--- config.mk ---
export PLATFORM = sky130hd
export DESIGN_NAME = ldtu_decoder
export DESIGN_NICKNAME = d
export VERILOG_FILES = /design/src/rtl/ldtu_dec_pkg.sv /design/src/rtl/ldtu_dec_classify.sv /design/src/rtl/ldtu_decoder.sv
export SDC_FILE = /design/constraint.sdc
export NUM_CORES = 1
export LEC_CHECK = 0
export BUFFER_PORTS_ARGS = -buffer_cell sky130_fd_sc_hd__buf_2
export CELL_PAD_IN_SITES_DETAIL_PLACEMENT = 2
export CELL_PAD_IN_SITES_GLOBAL_PLACEMENT = 2
export CORE_ASPECT_RATIO = 0.5
export CORE_MARGIN = 2
export CORE_UTILIZATION = 33
export CTS_CLUSTER_DIAMETER = 120
export DETAILED_ROUTE_END_ITERATION = 10
export GPL_ROUTABILITY_DRIVEN = 0
export PLACE_DENSITY_LB_ADDON = 0.1
export SYNTH_ARGS = -nofsm -noshare
export SYNTH_HDL_FRONTEND = slang
export SYNTH_SLANG_ARGS = --single-unit
export TNS_END_PERCENT = 10
--- constraint.sdc ---
create_clock -name clk -period 5.1 [get_ports clk]
set_clock_uncertainty 0.05 [all_clocks]
set_input_delay 0.51 -clock clk [delete_from_list [all_inputs] [get_ports clk]]
set_output_delay 0.51 -clock clk [all_outputs]
set_load 0.05 [all_outputs]
--- src/rtl/ldtu_dec_pkg.sv ---
// Shared codes, markers and word classes for the LiTe-DTU output word decoder.
package ldtu_dec_pkg;

    localparam logic [1:0]  CODE_BAS5 = 2'b01;
    localparam logic [1:0]  CODE_BASN = 2'b10;
    localparam logic [5:0]  CODE_SIG2 = 6'b001010;
    localparam logic [5:0]  CODE_SIG1 = 6'b001011;
    localparam logic [12:0] SYNC      = 13'h0AAA;
    localparam logic [12:0] HEADER    = 13'h1E0F;
    localparam logic [31:0] IDLE_WORD = 32'hF000_0000;

    typedef enum logic [2:0] {
        IDLE,
        BAS5,
        BASN,
        SIG2,
        SIG1,
        FB,
        BAD
    } word_class_t;

endpackage

--- src/rtl/ldtu_dec_classify.sv ---
// Combinational classifier for one encoded word: class, sample count, orbit and parity flags.
// Fallback words are only decodable when LDTU_DEC_FALLBACK_EN is defined.
module ldtu_dec_classify
    import ldtu_dec_pkg::*;
(
    input  logic [31:0]  word,
    output word_class_t  cls,
    output logic [2:0]   count,
    output logic         orbit,
    output logic         par_err
);

    logic [5:0] basn_n;
    assign basn_n = word[29:24];

    always_comb begin
        cls     = BAD;
        count   = 3'd0;
        orbit   = 1'b0;
        par_err = 1'b0;
        if (word == IDLE_WORD) begin
            cls = IDLE;
        end else if (word[31:30] == CODE_BAS5) begin
            cls   = BAS5;
            count = 3'd5;
        end else if (word[31:30] == CODE_BASN) begin
            if (basn_n >= 6'd1 && basn_n <= 6'd4) begin
                cls   = BASN;
                count = basn_n[2:0];
            end
        end else if (word[31:26] == CODE_SIG2) begin
            cls   = SIG2;
            count = 3'd2;
        end else if (word[31:26] == CODE_SIG1) begin
            if (word[25:13] == SYNC) begin
                cls   = SIG1;
                count = 3'd1;
            end else if (word[25:13] == HEADER) begin
                cls   = SIG1;
                count = 3'd1;
                orbit = 1'b1;
            end
        end else if (word[31:28] == 4'hF) begin
`ifdef LDTU_DEC_FALLBACK_EN
            cls     = FB;
            count   = 3'd2;
            // Odd parity: each check bit makes its 13-bit half plus itself odd.
            par_err = (word[26] != ~^word[12:0]) | (word[27] != ~^word[25:13]);
`else
            cls = BAD;
`endif
        end
    end

endmodule

--- src/rtl/ldtu_decoder.sv ---
// LiTe-DTU word stream decoder: unpacks accepted words into one 13-bit sample per cycle.
// Define LDTU_DEC_FALLBACK_EN to decode fallback words with parity checking.
module ldtu_decoder
    import ldtu_dec_pkg::*;
#(
    parameter int unsigned CNT_W = 16
) (
    input  logic             clk,
    input  logic             reset,
    input  logic [31:0]      word_in,
    input  logic             word_valid,
    output logic             word_ready,
    output logic [12:0]      sample_out,
    output logic             sample_valid,
    input  logic             sample_ready,
    output logic             sample_sig,
    output logic             sample_orbit,
    output logic             err_format,
    output logic             err_parity,
    output logic [CNT_W-1:0] err_count
);

    typedef enum logic [0:0] {S_IDLE, S_EMIT} state_t;

    state_t            state_q, state_d;
    logic [29:0]       shreg_q, shreg_d;
    logic [2:0]        remaining_q, remaining_d;
    logic              sig_q, sig_d;
    logic              orbit_q, orbit_d;
    logic              err_format_q, err_format_d;
    logic              err_parity_q, err_parity_d;
    logic [CNT_W-1:0]  err_count_q, err_count_d;

    word_class_t       cls;
    logic [2:0]        cls_count;
    logic              cls_orbit;
    logic              cls_par_err;

    logic              accept;
    logic              handshake;
    logic [1:0]        err_inc;
    logic [CNT_W:0]    err_sum;

    ldtu_dec_classify u_classify (
        .word    (word_in),
        .cls     (cls),
        .count   (cls_count),
        .orbit   (cls_orbit),
        .par_err (cls_par_err)
    );

    assign word_ready   = (state_q == S_IDLE) | ((remaining_q == 3'd1) & sample_ready);
    assign sample_valid = (state_q == S_EMIT);
    assign accept       = word_valid & word_ready;
    assign handshake    = sample_valid & sample_ready;

    assign sample_out   = sig_q ? shreg_q[12:0] : {7'd0, shreg_q[5:0]};
    assign sample_sig   = sig_q;
    assign sample_orbit = orbit_q;
    assign err_format   = err_format_q;
    assign err_parity   = err_parity_q;
    assign err_count    = err_count_q;

    always_comb begin
        state_d     = state_q;
        shreg_d     = shreg_q;
        remaining_d = remaining_q;
        sig_d       = sig_q;
        orbit_d     = orbit_q;

        if (handshake) begin
            shreg_d     = sig_q ? (shreg_q >> 13) : (shreg_q >> 6);
            remaining_d = remaining_q - 3'd1;
            if (remaining_q == 3'd1) begin
                state_d = S_IDLE;
            end
        end

        // A new word may only be accepted when the current one is finishing, so it wins.
        if (accept && cls_count != 3'd0) begin
            state_d     = S_EMIT;
            shreg_d     = word_in[29:0];
            remaining_d = cls_count;
            sig_d       = (cls == SIG2) | (cls == SIG1) | (cls == FB);
            orbit_d     = cls_orbit;
        end
    end

    always_comb begin
        err_format_d = accept & (cls == BAD);
        err_parity_d = accept & (cls == FB) & cls_par_err;
        err_inc      = {1'b0, err_format_d} + {1'b0, err_parity_d};
        err_sum      = {1'b0, err_count_q} + {{(CNT_W - 1){1'b0}}, err_inc};
        err_count_d  = err_sum[CNT_W] ? {CNT_W{1'b1}} : err_sum[CNT_W-1:0];
    end

    always_ff @(posedge clk) begin
        if (!reset) begin
            state_q      <= S_IDLE;
            shreg_q      <= '0;
            remaining_q  <= '0;
            sig_q        <= 1'b0;
            orbit_q      <= 1'b0;
            err_format_q <= 1'b0;
            err_parity_q <= 1'b0;
            err_count_q  <= '0;
        end else begin
            state_q      <= state_d;
            shreg_q      <= shreg_d;
            remaining_q  <= remaining_d;
            sig_q        <= sig_d;
            orbit_q      <= orbit_d;
            err_format_q <= err_format_d;
            err_parity_q <= err_parity_d;
            err_count_q  <= err_count_d;
        end
    end

endmodule

==> results.md, run 1 <==
* Final Hold Viols at 0
* Reg power frac at 47.9%
* Storage cell area at 1060 sq um
* Max Slew Vio Count at 0
* Worst-path cell chain: inv_1 > ha_1 > and3b_1 > nand2b_1 > and2_1 > nand2_1 > nor2_1 > ha_1 > nand2_1 > nor4_1 > and4_1 > nand2_1 > a21oi_1
* Final Cycle Share at 67.8%
* GR peak layer: met2
* Hold_buf cts at 0
* Critical Path Sink Type: register
* Pre-CTS WS at 1.42 ns
* DP Area at 3310 sq um
* Required time worst endpoint at 5.26 ns
* Total power at 0.950 mW
* Syn Std Cell Area at 2940 sq um
* Comb pwr share at 17.5%
* Full die area at 9720 sq um
* TritonCTS clock tree: yes
* Initial Util at 33.8%
* Fin Setup TNS at 0 ns
* Least-Margin Pin Slew at 1.17 ns
* M2 GR Usage at 35.3%
* Final setup viols at 0
* Post-Synthesis Cells at 356
* Total iterations of the first detailed-routing run at 4
* Layout Nets at 448
* Worst path bufs/invs at 1
* P_sw at 0.282 mW
* Max incr delay on CP at 0.68 ns
* Post-CTS sizing at 0
* # fillers at 1011
* CTS buffer count at 5
* Peak supply drop at 124 uV
* Rows at 24
* GR Layer Usage met1 at 26.7%
* Drt initial violations at 76
* Pin count of the biggest net entering global routing at 58
* RSZ-0062 raised after global routing: no
* Max Freq at 289 MHz
* Status: finished, final reports clean
* Core area at 8680 sq um
* Final wirelength at 9570 um
* Clk slew on worst S/H paths at 0.07 ns
* Vias at 2767
* Synth area leaders: dfxtp_1, a21oi_1, mux2i_1, o22ai_1, inv_1
* Clock Path Buffers at 2
* Routed len/inst at 18.3 um
* I/O Buffers at 69
* First-pass GRT wire length at 15600 um
* Crit start category: register
* P per Cell Area at 277 nW/um^2
* Worst-Skew Late Latency at 0.29 ns
* Max FO, Critical Path at 14
* Sw Ratio at 29.7%
* Antenna violations before repair at 0
* Routed Antenna Nets at 0
* GR Layer Usage met3 at 4.80%
* Yosys reg bits at 53
* Slew HR at 21.8%
* Setup Buffers After CTS at 0
* Avg Vias per Cell at 5.28
* Root Buffer: clkbuf_16
* DRC at 0
* Vias in the first global route at 3001
* Slowest CP cell: nor4_1
* Antenna diode count at 0
* Crit path arrival time at 3.61 ns
* Cell type with the largest total area after synthesis: dfxtp_1
* H-Tree Depth at 2
* Final HPWL from detailed placement at 7040 um
* Min Clock Period, post-route at 3.46 ns
* Max cap viols at 0
* Number of flops mapped to enable cells by yosys at 0
* Mean area per synthesized cell at 8.25 sq um
* Cell repeated most along the worst path: nand2_1
* WS Path Type: reg -> reg
* Area of the multi-input gates at 1600 sq um
* IO Pins at 71
* Internal power at 0.668 mW
* Most frequent cells after synthesis: dfxtp_1, a21oi_1, inv_1
* DIE HEIGHT at 70.7 um
* CTS sink count at 53
* Pleak at 1.38 nW
* Synth unique cells at 54
* Final Util at 39.6%
* Most frequent cell after synthesis: dfxtp_1
* Share of layout cells above drive strength 1 at 21.9%
* Cell family with most CP delay: simple AND/OR/NAND/NOR gates
* Final Cell Area at 3440 sq um
* Most used DFF post-synth: dfxtp_1
* Syn_nets at 396
* Sequential share of the synthesized area at 36.1%
* Post-synthesis async set-or-reset flop share at 0%
* Grt ovf at 0
* Synth Warn # at 0
* Clock share of power at 34.6%
* Worst setup margin at 1.64 ns
* Top-area cell type share of the netlist area at 36.1%
* DIE WIDTH at 137 um
* Gr usage total at 20.6%
* Area grow syn2layout at 17.0%
* Hold Crit Class: reg -> reg
[layout by cell type, fill, tap and decap left out, types with 2 or more instances in the layout]
cell type  instances
o21ai_0            3
a211oi_1           2
nor2b_1            3
clkbuf_16          5
mux2i_1           19
or4_4              2
xor2_1             7
nor4_1             5
nor2_1            25
nor3_1             9
and2_1             8
nand4b_1           2
a31oi_1            2
dfxtp_1           53
nand2_1           19
buf_2             69
o22ai_1           29
ha_1               4
inv_1             36
nand2b_1           2
nor3b_1            9
o21a_1             2
a21o_1             2
nand3_1            7
a21oi_1           42
xnor2_1            7
nand4bb_1          2
nand4_1            4
buf_4              3
nor4bb_1           2
[power by group through the flow]
stage / Combinational (mW) / Clock (mW) / Sequential [mW]
final: 0.166 / 0.329 / 0.455
after global routing: 0.183 / 0.355 / 0.459
after detailed placement: 0.167 / 0 / 0.464
after floorplan: 0.112 / 0 / 0.467
after global placement: 0.161 / 0 / 0.463
after CTS: 0.168 / 0.340 / 0.455
[tightest hold or removal path, cell delays in order (launching register included)]
cell	delay [ns]
dfxtp_1	0.31
nand2_1	0.05
mux2i_1	0.06
[cells by family (layout without fill, tap and decap cells)]
logic type	count (synthesis)	in the layout	synth area share, %
AND/OR/NAND/NOR	108	108	20.8
AO/OA/AOI/OAI	94	94	20.6
buffers and inverters	63	114	9.93
flip-flops	53	53	36.1
multiplexers	19	19	6.48
XOR/XNOR	14	14	4.18
adder cells (fa/ha/maj)	4	4	1.70
other	1	1	0.128
[per-stage QoR]
stage / cells / hold WS, ns
after floorplan: 356 / 0.394
after global placement: 518 / 0.402
after detailed placement: 518 / 0.419
after CTS: 524 / 0.429
after global routing: 524 / 0.445
final: 524 / 0.420
[state kept, by name, indices dropped and copies added (netlist names)]
signal / count
shreg_q: 30
sample_sig: 1
sample_valid: 1
remaining_q: 3
err_count: 16
sample_orbit: 1
err_format: 1
[layer usage]
| layer | part of all wire (%) | wire length [um] |
|---|---|---|
| met1 | 50 | 4740 |
| met2 | 46 | 4440 |
| met3 | 3.6 | 348 |
| met4 | 0.42 | 40 |
| met5 | 0 | 0 |
[final cells by class]
cell class,instances,share of cell area [%]
Multi-Input combinational cell,240,46.4
Timing Repair Buffer,72,10.7
Clock buffer,5,3.64
Sequential cell,53,30.9
Inverter,36,3.93
Tap cell,117,4.26
Clock inverter,1,0.146
[worst paths after layout]
kind | from | end | slack (ns) | depth (start not counted)
worst max-delay path | remaining_q[1] | err_count[5] | 1.64 | 13
worst min-delay path | sample_orbit | sample_orbit | 0.42 | 2
worst max register to register | remaining_q[1] | err_count[5] | 1.64 | 13
worst min register to register | sample_orbit | sample_orbit | 0.42 | 2
Power figures use the tool's default switching activity.
==> inputs of run 2 (changes only) <==
--- a/config.mk
+++ b/config.mk
@@ -10,7 +10,7 @@
 export CELL_PAD_IN_SITES_GLOBAL_PLACEMENT = 2
 export CORE_ASPECT_RATIO = 0.5
 export CORE_MARGIN = 2
-export CORE_UTILIZATION = 33
+export CORE_UTILIZATION = 31
 export CTS_CLUSTER_DIAMETER = 120
 export DETAILED_ROUTE_END_ITERATION = 10
 export GPL_ROUTABILITY_DRIVEN = 0
==> constraint.sdc (replaced) <==
create_clock -name clk -period 3.25 [get_ports clk]
set_clock_uncertainty 0.05 [all_clocks]
set_input_delay 0.325 -clock clk [delete_from_list [all_inputs] [get_ports clk]]
set_output_delay 0.325 -clock clk [all_outputs]
set_load 0.05 [all_outputs]
==> run 2 against run 1 <==
Compared with the run above: core utilization shrank 1.4 points; global-route usage shrank 0.59 points; via count grew 1.3%; power grew 70%; flip-flop and latch count is the same; hold slack lost 0.17 ns; clock power grew 94%; critical endpoint is now err_count[14].
==> results.md, run 2 (synthesis gave the netlist of run 1 again) <==
* Status: finished, final reports clean
* Setup Buffers After CTS at 0 (unchanged)
* Pre-CTS WS at -0.0569 ns (-1.48 ns)
* Share of layout cells above drive strength 1 at 24.5% (+2.6 points)
* Clock Path Buffers at 2 (unchanged)
* TritonCTS clock tree: yes
* Total iterations of the first detailed-routing run at 5 (+1)
* Critical Path Sink Type: register
* I/O Buffers at 69 (unchanged)
* Most frequent cells in the layout: buf_2, dfxtp_1, a21oi_1
* Pleak at 1.47 nW (+6.5%)
* Crit path arrival time at 3.07 ns (-0.54 ns)
* Final Cycle Share at 91.5% (+24 points)
* CTS buffer count at 5 (unchanged)
* Fin Setup TNS at 0 ns (unchanged)
* Crit start category: register
* Worst-Skew Late Latency at 0.30 ns (about the same)
* Final HPWL from detailed placement at 7160 um (+1.6%)
* Top reg by flops: shreg_q
* Final wirelength at 9780 um (+2.2%)
* IO Pins at 71 (unchanged)
* Full die area at 10300 sq um (+6.2%)
* Vias at 2802 (+1.3%)
* Min Clock Period, post-route at 2.97 ns (-0.483 ns)
* Worst path bufs/invs at 2 (+1)
* H-Tree Depth at 2 (unchanged)
* Final Hold Viols at 0 (unchanged)
* Least-Margin Pin Slew at 0.777 ns (-0.393 ns)
* Routed Antenna Nets at 0 (unchanged)
* Post-Route Hold Slack at 0.252 ns (-0.168 ns)
* CTS sink count at 53 (unchanged)
* Clk slew on worst S/H paths at 0.07 ns (about the same)
* Antenna violations before repair at 0 (unchanged)
* Max Slew Vio Count at 0 (unchanged)
* Layout Nets at 456 (+1.8%)
* Max incr delay on CP at 0.49 ns (-0.19 ns)
* Largest register FFs at 30 (unchanged)
* DRC at 0 (unchanged)
* Cell family with most CP delay: simple AND/OR/NAND/NOR gates
* Core area at 9320 sq um (+7.4%)
* Worst setup margin at 0.276 ns (-1.37 ns)
* Required time worst endpoint at 3.34 ns (-1.92 ns)
* DIE WIDTH at 142 um (+3.1%)
* Slew HR at 48.1% (+26 points)
* Most common cell after layout, fill and taps aside: buf_2
* # fillers at 1075 (+6.3%)
* Root Buffer: clkbuf_16
* Antenna diode count at 0 (unchanged)
* Hold Crit Class: in -> reg
* Pin count of the biggest net entering global routing at 58 (unchanged)
* DIE HEIGHT at 72.8 um (+3.0%)
* DP Area at 3360 sq um (+1.6%)
* Avg Vias per Cell at 5.21 (-1.4%)
* WS Path Type: reg -> reg
* Max cap viols at 0 (unchanged)
* Area grow syn2layout at 21.3%
* Final setup viols at 0 (unchanged)
* Peak supply drop at 191 uV (+54%)
* Vias in the first global route at 3042 (+1.4%)
* Final Cell Area at 3560 sq um (+3.7%)
* Drt initial violations at 84 (+11%)
* Max Freq at 336 MHz (+16%)
* Gr usage total at 20.0% (-0.59 points)
* Routed len/inst at 18.2 um (-0.44%)
* Initial Util at 31.5% (-2.3 points)
* Rows at 25 (+4.2%)
* Worst-path cell chain: inv_1 > ha_1 > and3b_1 > nand2b_1 > and2_1 > nand2_1 > nor2_2 > ha_1 > nand2_1 > buf_4 > nor3_4 > or3b_2 > nor3_1 > a211oi_1
* P per Cell Area at 454 nW/um^2 (+64%)
* Grt ovf at 0 (unchanged)
* First-pass GRT wire length at 16100 um (+3.0%)
* Slowest CP cell: or3b_2
* RSZ-0062 raised after global routing: no
* Max FO, Critical Path at 3 (-11)
==> run 2: power breakdown <==
part / internal [mW] / switching, mW / total (mW)
clock: 0.386 / 0.251 / 0.637
combinational: 0.0940 / 0.178 / 0.272
sequential: 0.683 / 0.0267 / 0.710
total: 1.16 / 0.456 / 1.62
==> run 2: tightest hold or removal path, stage by stage <==
cell	delay [ns]
buf_2	0.11
inv_1	0.05
o22ai_1	0.07
==> run 2: final cells by class <==
cell class	instances	area (sq um)	share of cell area, %
Multi-Input combinational cell	240	1620	45.3
Sequential cell	53	1060	29.8
Timing Repair Buffer	80	428	12.0
Tap cell	121	151	4.25
Clock buffer	7	143	4.00
Inverter	36	135	3.79
Clock inverter	1	30.0	0.843
==> run 2: worst paths after layout <==
kind              depth (start not counted)             to      startpoint  slack [ns]
setup / recovery                         14  err_count[14]  remaining_q[1]        0.28
setup reg to reg                         14  err_count[14]  remaining_q[1]        0.28
hold reg to reg                           2    shreg_q[28]     shreg_q[28]        0.45
hold / removal                            3     shreg_q[4]      word_in[4]        0.25
==> run 2: metal layers <==
layer | part of all wire (%) | track usage, % | up-vias
li1 | - | - | 1367
met1 | 50 | 26.2 | 1378
met2 | 46 | 35.0 | 52
met3 | 3.4 | 4.00 | 5
met4 | 0.50 | 3.44 | 0
met5 | 0 | 0 | -
==> run 2: through the flow <==
| stage | power, mW | instances | util, % |
|---|---|---|---|
| final | 1.62 | 538 | 38.2 |
| after detailed placement | 0.997 | 530 | 36.0 |
| after global routing | 1.69 | 538 | 38.2 |
| after CTS | 1.64 | 538 | 38.0 |
| after global placement | 0.985 | 530 | 36.0 |
| after floorplan | 0.909 | 356 | - |
==> run 2: what timing repair did <==
action	in CTS	in global routing
setup endpoints to repair	14	15
gates resized for setup	1	5
hold buffers	0	0
pin swaps	0	0
